$ cat src/rtl/udp_txbuf_reader.sv
// UDP TX buffer reader: fetches a header and payload from a word buffer
// and streams it out as a header handshake plus a byte stream.
module udp_txbuf_reader #(
    parameter int AWIDTH = 6
) (
    input  logic              clk,
    input  logic              rst,
    input  logic              txbuf_rel,
    output logic              txbuf_grant,
    output logic [AWIDTH-1:0] txbuf_addr,
    output logic              txbuf_ce,
    input  logic [31:0]       txbuf_rdata,
    output logic              hdr_valid,
    input  logic              hdr_ready,
    output logic [31:0]       hdr_dst_ip,
    output logic [15:0]       hdr_src_port,
    output logic [15:0]       hdr_dst_port,
    output logic [15:0]       hdr_len,
    output logic [7:0]        pl_data,
    output logic              pl_valid,
    input  logic              pl_ready,
    output logic              pl_last,
    output logic              len_err
);

    localparam int MAXLEN = ((1 << AWIDTH) - 3) * 4;

    typedef enum logic [2:0] {
        IDLE,
        RD_IP,
        RD_PORT,
        RD_LEN,
        HDR,
        PAYLOAD,
        DONE
    } state_t;

    state_t state_q, state_d;
    logic   ph_q, ph_d;

    logic              rd_pend_q;
    logic              cur_vld_q;
    logic              nxt_vld_q;
    logic [31:0]       cur_q;
    logic [31:0]       nxt_q;
    logic [1:0]        bsel_q;
    logic [15:0]       cnt_q;
    logic [15:0]       words_q;
    logic [AWIDTH-1:0] rd_addr_q;

    logic        issue;
    logic        beat;
    logic        take;
    logic        len_big;
    logic [15:0] len_in;
    logic [15:0] words_in;

    assign len_in   = txbuf_rdata[15:0];
    assign len_big  = {1'b0, len_in} > 17'(MAXLEN);
    assign words_in = 16'((17'(len_in) + 17'd3) >> 2);

    assign txbuf_grant = (state_q == IDLE);
    assign hdr_valid   = (state_q == HDR);
    assign pl_valid    = (state_q == PAYLOAD) && cur_vld_q;
    assign pl_last     = pl_valid && ((cnt_q + 16'd1) == hdr_len);
    assign pl_data     = cur_q[{bsel_q, 3'b000} +: 8];
    assign beat        = pl_valid && pl_ready;
    assign take        = beat && ((bsel_q == 2'd3) || pl_last);

    // State register; the phase bit splits RD_LEN into issue and capture.
    always_ff @(posedge clk) begin
        if (rst) begin
            state_q <= IDLE;
            ph_q    <= 1'b0;
        end else begin
            state_q <= state_d;
            ph_q    <= ph_d;
        end
    end

    // Next-state logic and buffer read requests.
    always_comb begin
        state_d    = state_q;
        ph_d       = 1'b0;
        txbuf_ce   = 1'b0;
        txbuf_addr = '0;
        issue      = 1'b0;
        unique case (state_q)
            IDLE: begin
                if (txbuf_rel) state_d = RD_IP;
            end
            RD_IP: begin
                txbuf_ce   = 1'b1;
                txbuf_addr = AWIDTH'(0);
                state_d    = RD_PORT;
            end
            RD_PORT: begin
                txbuf_ce   = 1'b1;
                txbuf_addr = AWIDTH'(1);
                state_d    = RD_LEN;
            end
            RD_LEN: begin
                if (!ph_q) begin
                    txbuf_ce   = 1'b1;
                    txbuf_addr = AWIDTH'(2);
                    ph_d       = 1'b1;
                end else if (len_big) begin
                    state_d = DONE;
                end else begin
                    state_d = HDR;
                end
            end
            HDR: begin
                if (hdr_ready)
                    state_d = (hdr_len == 16'd0) ? DONE : PAYLOAD;
            end
            PAYLOAD: begin
                issue = (words_q != 16'd0) && !rd_pend_q && !nxt_vld_q;
                if (issue) begin
                    txbuf_ce   = 1'b1;
                    txbuf_addr = rd_addr_q;
                end
                if (beat && pl_last) state_d = DONE;
            end
            DONE: begin
                state_d = IDLE;
            end
            default: begin
                state_d = IDLE;
            end
        endcase
    end

    // Header field capture and the oversize-length pulse.
    always_ff @(posedge clk) begin
        if (rst) begin
            hdr_dst_ip   <= '0;
            hdr_src_port <= '0;
            hdr_dst_port <= '0;
            hdr_len      <= '0;
            len_err      <= 1'b0;
        end else begin
            len_err <= (state_q == RD_LEN) && ph_q && len_big;
            if (state_q == RD_PORT)
                hdr_dst_ip <= txbuf_rdata;
            if (state_q == RD_LEN && !ph_q) begin
                hdr_src_port <= txbuf_rdata[31:16];
                hdr_dst_port <= txbuf_rdata[15:0];
            end
            if (state_q == RD_LEN && ph_q)
                hdr_len <= len_in;
        end
    end

    // Payload word pipeline: current word being emitted plus one prefetched.
    always_ff @(posedge clk) begin
        if (rst) begin
            rd_pend_q <= 1'b0;
            cur_vld_q <= 1'b0;
            nxt_vld_q <= 1'b0;
            cur_q     <= '0;
            nxt_q     <= '0;
            bsel_q    <= '0;
            cnt_q     <= '0;
            words_q   <= '0;
            rd_addr_q <= '0;
        end else if (state_q == RD_LEN && ph_q) begin
            rd_pend_q <= 1'b0;
            cur_vld_q <= 1'b0;
            nxt_vld_q <= 1'b0;
            bsel_q    <= '0;
            cnt_q     <= '0;
            words_q   <= words_in;
            rd_addr_q <= AWIDTH'(3);
        end else if (state_q == PAYLOAD) begin
            rd_pend_q <= issue;
            if (issue) begin
                rd_addr_q <= rd_addr_q + AWIDTH'(1);
                words_q   <= words_q - 16'd1;
            end
            if (beat) begin
                cnt_q  <= cnt_q + 16'd1;
                bsel_q <= bsel_q + 2'd1;
            end
            if (take) bsel_q <= '0;
            if (!cur_vld_q || take) begin
                cur_vld_q <= nxt_vld_q || rd_pend_q;
                if (nxt_vld_q)
                    cur_q <= nxt_q;
                else if (rd_pend_q)
                    cur_q <= txbuf_rdata;
                nxt_vld_q <= 1'b0;
            end else if (rd_pend_q) begin
                nxt_q     <= txbuf_rdata;
                nxt_vld_q <= 1'b1;
            end
        end
    end

endmodule

$ cat config.mk
export PLATFORM = sky130hd
export DESIGN_NAME = udp_txbuf_reader
export DESIGN_NICKNAME = d
export VERILOG_FILES = /design/src/rtl/udp_txbuf_reader.sv
export SDC_FILE = /design/constraint.sdc
export NUM_CORES = 1
export LEC_CHECK = 0
export CAP_MARGIN = 0
export CORE_ASPECT_RATIO = 0.75
export CORE_UTILIZATION = 55
export CTS_CLUSTER_DIAMETER = 120
export DETAILED_ROUTE_END_ITERATION = 7
export PLACE_DENSITY = 0.78
export SLEW_MARGIN = 15
export SYNTH_ARGS = -nofsm -noshare
export SYNTH_HDL_FRONTEND = slang
export SYNTH_SLANG_ARGS = --single-unit
$ cat constraint.sdc
create_clock -name clk -period 4 [get_ports clk]
set_input_delay 0.8 -clock clk [delete_from_list [all_inputs] [get_ports clk]]
set_output_delay 0.8 -clock clk [all_outputs]
set_load 0.05 [all_outputs]
; Word-level counts from Yosys, hierarchy flattened
; Index checks and enable logic that the tools add are counted.
[op_classes]
n_eq_ne = 11
n_reduce_logical = 37
mux = 26
n_bitwise = 3
magnitude_cmp = 1
n_shift = 1
addsub = 5
[op_table]
columns = operator, n
row1 = 32-bit 2-to-1 mux, 2
row2 = 15-bit 2-to-1 mux, 3
row3 = 32-bit by 6-bit indexed part select with 8-bit output, 1
row4 = 3-bit case mux with 6 select lines, 1
row5 = 6-bit case mux with 3 select lines, 1
row6 = "16-bit by 2-bit adder with 17-bit output, second input constant", 1
row7 = "16-bit by 1-bit adder with 16-bit output, second input constant", 1
row8 = 16-bit == test, 1
row9 = "16-bit by 8-bit > comparator with 1-bit output, second input constant", 1
row10 = 16-bit logical NOT, 1
row11 = 2-bit 2-to-1 mux, 8
row12 = 16-bit nonzero test, 1
row13 = "16-bit by 1-bit subtractor with 16-bit output, second input constant", 1
row14 = 3-bit 2-to-1 mux, 4
row15 = 2-bit AND reduction, 6
row16 = 4-bit AND reduction, 3
row17 = 1-bit logical AND, 10
row18 = 2-bit nonzero test, 5
row19 = "6-bit by 1-bit adder with 6-bit output, second input constant", 1
row20 = "3-bit by 2-bit == test with 1-bit output, second input constant", 2
row21 = "3-bit == test, second input constant", 2
row22 = 6-bit 2-to-1 mux, 1
row23 = 2-bit OR reduction, 3
row24 = 1-bit 2-to-1 mux, 5
row25 = other kinds (10), 19
[word_totals]
reg_bits = 192
input_bits = 37
wordCells = 102
output_inout_bits = 100

; Logic depth before layout (Yosys ltp)
[logic_depth]
word_depth = 8
ltp_mapped = 11
ltp_nobuf = 9

; Worst setup path after synthesis
; Ideal clock, no wire load.
[synth_timing]
kind = reg2out
from = register cnt_q[1]
to = output pl_last
arrival_time_ps = 2896
n_path_buf = 0
setup_slack_ps = 304
stages_incl_launch_ff = 8
t_required_ps = 3200
cell_sequence = dfxtp_1 > ha_1 > nand3_1 > or3_1 > a2111o_1 > nor2_1 > nand3_1 > nor3_1
[synth_via]
elab_chain_len = 3
[synth_lines]
columns = element, line_no
row1 = from (decl), 47  ; logic [15:0] cnt_q;
row2 = from (signal assigned), 182  ; cnt_q <= cnt_q + 16'd1;
row3 = 16-bit by 1-bit adder with 16-bit output, 65  ; assign pl_last = pl_valid && ((cnt_q + 16'd1) == hdr_len);
row4 = 16-bit == test, 65
row5 = 1-bit logical AND, 65
row6 = to (decl), 22  ; output logic pl_last,
; Every way passes these cells.

; Worst setup path after layout
; Same ends and word-level chain as after synthesis.

==> flow_results.xml <==
<?xml version="1.0" encoding="UTF-8"?>
<metrics>
  <group name="route">
    <metric name="postRouteWirelength" unit="um">26600</metric>
    <metric name="dr_total_vias" unit="">8378</metric>
    <metric name="detail_route.iter0.violations" unit="">625</metric>
    <metric name="detailedRoute.firstPassIterationCount" unit="">8</metric>
    <metric name="post-route-drc-count" unit="">0</metric>
    <metric name="detail_route.wl_per_cell" unit="um">18.4</metric>
    <metric name="detail_route.vias_per_cell" unit="">5.81</metric>
    <metric name="drtAntennaViolNets" unit="">0</metric>
  </group>
  <group name="die">
    <metric name="initial_core_util" unit="">0.566</metric>
    <metric name="io-pin-count" unit="">137</metric>
    <metric name="fp.dieH" unit="um">116</metric>
    <metric name="num_rows" unit="">41</metric>
    <metric name="die_w" unit="um">154</metric>
    <metric name="core-area" unit="um^2">16900</metric>
    <metric name="design.die.area" unit="um^2">18000</metric>
  </group>
  <group name="synthesis">
    <metric name="dominantRegCellSynth" unit="">sky130_fd_sc_hd__dfxtp_1</metric>
    <metric name="post_synthesis_share_of_cell_area_spent_on_full_adders_half_adders_and_majority_gates" unit="">0.00522</metric>
    <metric name="synth-seq-cells" unit="">192</metric>
    <metric name="synth_seq_area_share" unit="">0.401</metric>
    <metric name="netlist-cell-type-count" unit="">65</metric>
    <metric name="syn-num-nets" unit="">1167</metric>
    <metric name="complex_gate_fraction_of_the_synthesized_area" unit="">0.187</metric>
    <metric name="combinational_family_with_the_most_area_after_synthesis" unit="">simple AND/OR/NAND/NOR gates</metric>
    <metric name="synth_area" unit="um^2">9580</metric>
    <metric name="synth_edf_count" unit="">0</metric>
    <metric name="post_synth_and_or_nand_nor_area_fraction" unit="">0.233</metric>
    <metric name="postSynthAreaPerCell" unit="um^2">8.51</metric>
    <metric name="ys_async_sr_fraction" unit="">0</metric>
    <metric name="synthMuxAreaShare" unit="">0.0543</metric>
    <metric name="synth_xor_xnor_area_share" unit="">0.0521</metric>
    <metric name="postSynthCellCount" unit="">1126</metric>
    <metric name="synth_warnings" unit="">0</metric>
  </group>
  <group name="sta">
    <metric name="skew" unit="ns">0.0163</metric>
    <metric name="final.setup.tns" unit="ns">0</metric>
    <metric name="final_worst_path_period_share" unit="">0.937</metric>
    <metric name="holdWs" unit="ns">0.452</metric>
    <metric name="report.final.slew_viol_count" unit="">0</metric>
    <metric name="fmax" unit="GHz">0.267</metric>
    <metric name="layout_min_cycle_time" unit="ns">3.75</metric>
    <metric name="final_setup_viols" unit="">0</metric>
    <metric name="grt_setup_unrepaired" unit="">false</metric>
    <metric name="hold_violations" unit="">0</metric>
    <metric name="postLayoutSetupSlackWorst" unit="ns">0.253</metric>
    <metric name="slew_headroom" unit="">0.274</metric>
    <metric name="timing_worst_slew_pin_value" unit="ns">1.09</metric>
  </group>
  <group name="clocking">
    <metric name="cts_max_path_buffers" unit="">2</metric>
    <metric name="cts.sink_count" unit="">192</metric>
    <metric name="cts_tree" unit="">yes</metric>
    <metric name="cts_made_buffers" unit="">17</metric>
    <metric name="root_buffer" unit="">sky130_fd_sc_hd__clkbuf_16</metric>
    <metric name="cts_htree_levels" unit="">4</metric>
    <metric name="insertion_delay" unit="ns">0.44</metric>
    <metric name="clkSlewWorstSetupHoldPaths" unit="ns">0.07</metric>
  </group>
  <group name="layout">
    <metric name="layout-drive-gt1-share" unit="">0.126</metric>
    <metric name="nets" unit="">1254</metric>
    <metric name="final_core_utilization" unit="">0.678</metric>
    <metric name="nFillCells" unit="">1357</metric>
    <metric name="areaGrowthSynthToFinish" unit="%">19.8</metric>
    <metric name="post_route_cell_area" unit="um^2">11500</metric>
    <metric name="diodes" unit="">0</metric>
    <metric name="final-instance-count-excl-fill" unit="">1441</metric>
  </group>
  <group name="placed_design">
    <metric name="placement.cell_area" unit="um^2">10800</metric>
    <metric name="placedCellCount" unit="">1409</metric>
    <metric name="hpwl" unit="um">18000</metric>
    <metric name="dp_worst_setup_slack" unit="ns">0.579</metric>
    <metric name="routabilityCongestion" unit="">0.897</metric>
    <metric name="place.port_buffers" unit="">136</metric>
  </group>
  <group name="global_routing">
    <metric name="first_global_vias" unit="">7615</metric>
    <metric name="grt_max_degree" unit="">92</metric>
    <metric name="grt_use_total" unit="">0.301</metric>
    <metric name="grt_overflow_total" unit="">0</metric>
    <metric name="grt_first_pass_wirelength" unit="um">41700</metric>
    <metric name="antenna_found_initial" unit="">0</metric>
  </group>
  <group name="pwr">
    <metric name="powerDensity" unit="nW/um^2">369</metric>
    <metric name="share_comb_of_total_power" unit="">0.111</metric>
    <metric name="power" unit="mW">4.24</metric>
    <metric name="p_sw" unit="mW">1.17</metric>
    <metric name="power.share.clock" unit="">0.426</metric>
    <metric name="power_switching_share" unit="">0.275</metric>
    <metric name="pwr-share-seq" unit="">0.464</metric>
    <metric name="vdd_drop_max" unit="V">0.000231</metric>
    <metric name="p_int" unit="mW">3.07</metric>
    <metric name="power.static_leakage" unit="nW">3.82</metric>
  </group>
  <group name="setup_path">
    <metric name="worst-r2r-cell-count" unit="">9</metric>
    <metric name="worstPathArrival" unit="ns">2.95</metric>
    <metric name="timing.critical_path.from_type" unit="">flop</metric>
    <metric name="worst_setup_path_end_kind" unit="">primary output</metric>
    <metric name="worstPathMaxFanout" unit="">7</metric>
    <metric name="path_class" unit="">reg2out</metric>
    <metric name="worst-endpoint-required" unit="ns">3.20</metric>
    <metric name="reg2reg_setup_slack" unit="ns">0.71</metric>
  </group>
  <group name="flow_run">
    <metric name="maxCapViolations" unit="">0</metric>
  </group>
  <group name="min_path">
    <metric name="hold_class" unit="">reg2reg</metric>
    <metric name="whs_path_depth" unit="">2</metric>
  </group>
  <group name="run_status">
    <metric name="run_status" unit="">completed</metric>
  </group>
</metrics>
## worst paths after layout
path,to,start
max reg2reg,cur_q[0],cnt_q[1]
min reg2reg,hdr_dst_ip[2],hdr_dst_ip[2]
max,pl_last,cnt_q[1]
min,hdr_dst_ip[2],hdr_dst_ip[2]
## cell usage in the layout (no fill, tap or decap), types with 3 or more instances in the layout
cell type / instances
sky130_fd_sc_hd__mux2i_1: 34
sky130_fd_sc_hd__o22ai_1: 10
sky130_fd_sc_hd__clkinv_8: 3
sky130_fd_sc_hd__or4_1: 4
sky130_fd_sc_hd__a311oi_1: 5
sky130_fd_sc_hd__and3_1: 6
sky130_fd_sc_hd__clkbuf_16: 17
sky130_fd_sc_hd__mux4_2: 8
sky130_fd_sc_hd__a211oi_2: 30
sky130_fd_sc_hd__nor4_1: 18
sky130_fd_sc_hd__and2_1: 8
sky130_fd_sc_hd__and4_1: 4
sky130_fd_sc_hd__a21oi_1: 103
sky130_fd_sc_hd__nand2_1: 220
sky130_fd_sc_hd__or3_1: 7
sky130_fd_sc_hd__nor3_1: 14
sky130_fd_sc_hd__nand3_1: 19
sky130_fd_sc_hd__clkdlybuf4s50_1: 127
sky130_fd_sc_hd__a21oi_2: 30
sky130_fd_sc_hd__xor2_1: 24
sky130_fd_sc_hd__nand2b_1: 69
sky130_fd_sc_hd__nand4_1: 8
sky130_fd_sc_hd__nor2_1: 75
sky130_fd_sc_hd__xnor2_1: 33
sky130_fd_sc_hd__buf_4: 35
sky130_fd_sc_hd__o21ai_0: 38
sky130_fd_sc_hd__a211oi_1: 12
sky130_fd_sc_hd__dfxtp_1: 191
sky130_fd_sc_hd__inv_1: 13
sky130_fd_sc_hd__inv_6: 5
sky130_fd_sc_hd__ha_1: 3
## synth_stat cells, types with 5 or more instances
cell type,number,share of area
sky130_fd_sc_hd__a21oi_1,104,0.054
sky130_fd_sc_hd__dfxtp_1,192,0.40
sky130_fd_sc_hd__a311oi_1,5,0.0046
sky130_fd_sc_hd__xor2_1,24,0.022
sky130_fd_sc_hd__o22ai_1,10,0.0065
sky130_fd_sc_hd__nor4_1,18,0.012
sky130_fd_sc_hd__mux4_2,8,0.019
sky130_fd_sc_hd__mux2i_1,34,0.036
sky130_fd_sc_hd__a21oi_2,30,0.027
sky130_fd_sc_hd__o21ai_0,38,0.020
sky130_fd_sc_hd__nand2b_1,69,0.045
sky130_fd_sc_hd__or3_1,7,0.0046
sky130_fd_sc_hd__nor3_1,14,0.0073
sky130_fd_sc_hd__inv_1,13,0.0051
sky130_fd_sc_hd__a211oi_2,30,0.039
sky130_fd_sc_hd__and3_1,6,0.0039
sky130_fd_sc_hd__a211oi_1,12,0.0094
sky130_fd_sc_hd__nand4_1,8,0.0052
sky130_fd_sc_hd__buf_6,20,0.024
sky130_fd_sc_hd__clkbuf_1,57,0.022
sky130_fd_sc_hd__nor2_1,76,0.030
sky130_fd_sc_hd__nand2_1,220,0.086
sky130_fd_sc_hd__xnor2_1,33,0.030
sky130_fd_sc_hd__and2_1,8,0.0052
sky130_fd_sc_hd__nand3_1,19,0.0099
## power groups by stage
stage | logic (mW) | clock network [mW] | registers (mW)
detailed placement | 0.464 | 0 | 2.01
floorplan | 0.185 | 0 | 2.11
finish | 0.469 | 1.81 | 1.97
global placement | 0.462 | 0 | 2.01
CTS | 0.466 | 1.82 | 1.97
global route | 0.496 | 1.90 | 1.97
## flip-flops by register name, indices dropped and copies added, names as in the netlist
| register | count |
|---|---|
| ph_q | 1 |
| cur_vld_q | 1 |
| nxt_vld_q | 1 |
| cur_q | 32 |
| hdr_len | 16 |
| bsel_q | 2 |
| hdr_dst_port | 16 |
| rd_addr_q | 6 |
| hdr_dst_ip | 32 |
| len_err | 1 |
| state_q | 3 |
| rd_pend_q | 1 |
| cnt_q | 16 |
| hdr_src_port | 16 |
| words_q | 16 |
| nxt_q | 32 |
## layer usage
metal	vias to the layer above	track usage	share of wire
met5	-	0	0
met1	3982	0.434	0.47
li1	4043	-	-
met3	22	0.0994	0.097
met2	331	0.433	0.42
met4	0	0.0713	0.0098
## layout make-up
class                      count  area, um^2  area share
sequential                   192        3840       0.335
clock inverter                14         193      0.0168
multi-input combinational    825        5120       0.446
inverter                      13        48.8     0.00425
tap                          215         269      0.0234
timing repair buffer         164        1570       0.136
clock buffer                  18         439      0.0383
## cell families after synthesis
logic type      after synthesis
compound gates              254
simple gates                468
buf+inv                     109
flops                       192
mux                          42
fa+ha+maj                     4
xor+xnor                     57
## critical path, stage by stage (launching register included)
cell	delay (ns)
sky130_fd_sc_hd__dfxtp_1	0.46
sky130_fd_sc_hd__ha_2	0.30
sky130_fd_sc_hd__nand3_1	0.18
sky130_fd_sc_hd__nor4_1	0.32
sky130_fd_sc_hd__xnor2_1	0.15
sky130_fd_sc_hd__nor4_1	0.47
sky130_fd_sc_hd__nand3_1	0.13
sky130_fd_sc_hd__nor3_1	0.26
sky130_fd_sc_hd__buf_4	0.24
## repair_timing
item / 4_1_cts / 5_1_grt
hold buffers: 0 / 0
buffers inserted: 0 / 0
setup endpoints to repair: 0 / 1
gates resized for setup: 0 / 2
Note: power is estimated with default switching activity, not from simulation.
==> patch 1, RTL diff (same flow settings) <==
The parameter `AWIDTH` goes from 6 to 4.
--- a/src/rtl/udp_txbuf_reader.sv
+++ b/src/rtl/udp_txbuf_reader.sv
@@ -1,7 +1,7 @@
 // UDP TX buffer reader: fetches a header and payload from a word buffer
 // and streams it out as a header handshake plus a byte stream.
 module udp_txbuf_reader #(
-    parameter int AWIDTH = 6
+    parameter int AWIDTH = 4
 ) (
     input  logic              clk,
     input  logic              rst,
Ports: changed (resized txbuf_addr); port bits go from 137 to 135. The function was not compared with the original's and may differ.
==> patch 1 against the unedited design <==
Synthesized area fell by 0.13%. Global-route usage down 0.66 points. Critical path depth did not move. Final area rose by 0.78%. Via count up 1.0%. Total power is 0.89% lower. First-iteration DRC count rose by 23%. Wire length fell by 1.5%. Setup slack better by 88 ps. Sequential cell count shrank 2. Largest cell class unchanged.
==> patch 1: results (changes against the unedited design) <==
R2r startpoint: cnt_q[0]
Via count: 8465 (+1.0%)
Post-Place Setup Slack: 678 ps (+99.3 ps)
Met3 WL post-DR: 2740 µm (+5.7%)
Status: finished clean
Met1 wire length: 12500 µm (-0.62%)
Placed inst area: 11000 µm² (+1.2%)
Vias per cell: 5.74 (-1.2%)
Syn_area_per_cell: 8.20 µm² (-3.6%)
Worst Path Max Fanout: 8 (+1)
Hold Crit Depth: 2 (unchanged)
Fmax: 273 MHz (+2.4%)
Met2 WL post-DR: 10700 µm (-3.4%)
Post-synthesis sequential area ratio: 39.7% (-0.37 points)
WL final: 26200 µm (-1.5%)
R2R Path End: cur_q[20]
Data arrival, critical path: 2860 ps (-90 ps)
Synth Net Count: 1208 (+3.5%)
Slowest CP cell: dfxtp_1
Post-CTS Resized: 0 (unchanged)
PortBufs: 134 (-1.5%)
RePlAce Congestion: 0.940 (+4.8%)
Initial antenna violation count: 0 (unchanged)
Fin Hold WS: 456 ps (+4.35 ps)
Iteration-0 DRC Markers: 766 (+23%)
Post-synth top cells: nand2_1 (194), dfxtp_1 (190), a21oi_1 (137)
R2R Setup Slk: 600 ps (-110 ps)
Gr usage total: 29.4% (-0.66 points)
Hold path startpoint: hdr_dst_ip[16]
Synth Area in Compound Gates: 16.3% (-2.4 points)
Adder-Cell Fraction of Synth Area: 0.523% (+0.00068 points)
Mux share of post-synthesis cell area: 5.56% (+0.12 points)
Worst VDD drop: 0.244 mV (+5.4%)
Area contributors post-synth: dfxtp_1 (40%), nand2_1 (7.6%), a21oi_1 (7.2%), a221oi_2 (4.7%), nand2b_1 (4.7%)
P_leak: 3.78 nW (-1.2%)
Worst Clk Skew: 12.4 ps (-3.86 ps)
Hold Crit Endpoint: hdr_dst_ip[16]
DRT Pass-1 Iters: 5 (-3)
Vias in the first global route: 7601 (-0.18%)
Post-DP HPWL: 17300 µm (-3.6%)
Final nets: 1287 (+2.6%)
Distinct cell type count of the synthesized netlist: 64 (-1.5%)
Placed Instances: 1442 (+2.3%)
Worst slew pin tran: 1080 ps (-8.29 ps)
Power Dens Cells: 363 nW/µm² (-1.7%)
Post-synthesis xor/xnor area fraction: 5.22% (+0.0068 points)
Pin count of the biggest net entering global routing: 145 (+58%)
Layout cells sized above 1: 9.77% (-2.9 points)
-- patch 1: where the power goes --
part           switching, mW  leakage, nW  internal [mW]  total (mW)
Clock                  0.830        0.293          0.896        1.73
Sequential            0.0254         1.53           1.93        1.95
Combinational          0.345         1.95          0.179       0.524
Total                   1.20         3.78           3.00        4.20
-- patch 1: layout make-up --
type | instances | area, µm²
Fill cell | 1380 | 5360
Multi-Input combinational cell | 825 | 5110
Sequential cell | 190 | 3800
Timing Repair Buffer | 161 | 1610
Clock buffer | 18 | 429
Tap cell | 215 | 269
Inverter | 51 | 191
Clock inverter | 14 | 165
-- patch 1: cell families after synthesis --
group,Yosys count
and+or+nand+nor,498
AOI/OAI and AO/OA,223
DFF,190
buffers and inverters,152
xor gates and xnor gates,57
muxes,43
adders and majority gates,4
-- patch 1: layer usage --
| metal | track usage (%) | vias up |
|---|---|---|
| met5 | 0 | - |
| met4 | 5.28 | 0 |
| met3 | 9.80 | 18 |
| met2 | 41.8 | 321 |
| met1 | 43.3 | 4017 |
| li1 | - | 4109 |
==> patch 2, RTL diff (same flow settings) <==
Made on the original files. Re-encode `state_t` (7 states) as one-hot, 7 bits wide.
--- a/src/rtl/udp_txbuf_reader.sv
+++ b/src/rtl/udp_txbuf_reader.sv
@@ -25,14 +25,14 @@
 
     localparam int MAXLEN = ((1 << AWIDTH) - 3) * 4;
 
-    typedef enum logic [2:0] {
-        IDLE,
-        RD_IP,
-        RD_PORT,
-        RD_LEN,
-        HDR,
-        PAYLOAD,
-        DONE
+    typedef enum logic [6:0] {
+        IDLE    = 7'b0000001,
+        RD_IP   = 7'b0000010,
+        RD_PORT = 7'b0000100,
+        RD_LEN  = 7'b0001000,
+        HDR     = 7'b0010000,
+        PAYLOAD = 7'b0100000,
+        DONE    = 7'b1000000
     } state_t;
 
     state_t state_q, state_d;
Function: no difference found for any inputs over 4 cycles, from zero or initial values and one cycle with rst high; so few cycles prove little.
==> patch 2 against the unedited design <==
Total power shrank 8.8%. The run now ends with DRC left. Largest cell class unchanged. Synthesized area down 3.1%. Setup slack lost 110 ps. Critical path depth up 1. Sequential cell count is 4 higher. Wire length down 2.5%. Final area shrank 1.7%. Via count decreased by 0.60%.
==> patch 2: results (changes against the unedited design) <==
Met2 usage: 43.2% (-0.048 points)
Wirelength per Cell: 18.3 µm (-0.91%)
Mux share of post-synthesis cell area: 5.60% (+0.17 points)
Int Pwr: 2.87 mW (-6.6%)
Hold path startpoint: hdr_dst_ip[12]
Vias in the first global route: 7689 (+0.97%)
R2R depth: 10 (+1)
Syn_area_per_cell: 8.35 µm² (-1.9%)
Worst VDD drop: 0.270 mV (+17%)
Worst Setup EP: pl_last
Multi-input gates: 801 (-2.9%)
M3 GR Usage: 8.63% (-1.3 points)
Post-route DRC: 4 (+4)
Via count: 8328 (-0.60%)
Pin count of the biggest net entering global routing: 144 (+57%)
Layout cells sized above 1: 8.11% (-4.5 points)
Distinct cell type count of the synthesized netlist: 68 (+4.6%)
Final Instance Count excl. Fillers: 1418 (-1.6%)
Critical Path Start: cnt_q[0]
Post-synthesis sequential area ratio: 42.2% (+2.1 points)
Post-Place Setup Slack: 274 ps (-305 ps)
Post-synthesis xor/xnor area fraction: 5.37% (+0.16 points)
Iteration-0 DRC Markers: 845 (+35%)
Area contributors post-synth: dfxtp_1 (42%), nand2_1 (7.8%), a21oi_1 (5.3%), a211oi_1 (3.8%), mux2i_1 (3.7%)
Placed inst area: 10700 µm² (-1.4%)
Data arrival, critical path: 3060 ps (+110 ps)
Met3 WL post-DR: 2590 µm (+0.19%)
First-pass GRT wire length: 41400 µm (-0.71%)
Gr usage total: 30.5% (+0.41 points)
Synth Area in Compound Gates: 15.5% (-3.2 points)
Worst slew margin: 58.5% (+31 points)
DRT Pass-1 Iters: 7 (-1)
Number of fill cells in the layout: 1280 (-5.7%)
Fraction of area in registers: 34.9% (+1.4 points)
Status: complete, but fails checks
Fraction of area in multi-input gates: 43.1% (-1.5 points)
R2R Path End: cur_q[17]
Met2 WL post-DR: 10800 µm (-2.4%)
RePlAce Congestion: 0.920 (+2.6%)
Synthesized area: 9290 µm² (-3.1%)
Post-synth top cells: dfxtp_1 (196), nand2_1 (194), a21oi_1 (99)
Post-CTS Resized: 6 (+6)
Adder-Cell Fraction of Synth Area: 0.539% (+0.016 points)
Crit path largest cell delay: 500 ps (+30 ps)
Met1 wire length: 12000 µm (-4.5%)
Failing checks: DRC
Final nets: 1236 (-1.4%)
Non-Clock Buffer Area Fraction: 14.1% (+0.45 points)
Worst Clk Skew: 14.0 ps (-2.26 ps)
Clkbuf count: 17 (-1)
Clock-cell share of area: 5.00% (-0.50 points)
Flops & latches, synth: 196 (+2.1%)
[patch 2: cell count changes in the layout (fill, tap and decap cells not counted), moves of 7 or more]
| cell | change |
|---|---|
| nor3_1 | +39 |
| a211oi_1 | +35 |
| nand3b_1 | +35 |
| nand2b_1 | -33 |
| a21oi_2 | -29 |
| a211oi_2 | -27 |
| nand2_1 | -27 |
| nor2_1 | -16 |
| buf_4 | -10 |
| o22ai_1 | -8 |
| dfxtp_2 | +7 |
| o21ai_0 | +7 |
[patch 2: power groups by stage]
| stage | combinational [mW] | sequential [mW] | clock (mW) |
|---|---|---|---|
| 3_3_place_gp | 0.239 | 2.01 | 0 |
| 3_5_place_dp | 0.241 | 2.01 | 0 |
| 4_1_cts | 0.242 | 1.96 | 1.68 |
| 6_report | 0.245 | 1.96 | 1.66 |
| 2_1_floorplan | 0.125 | 2.01 | 0 |
| 5_1_grt | 0.260 | 1.96 | 1.77 |
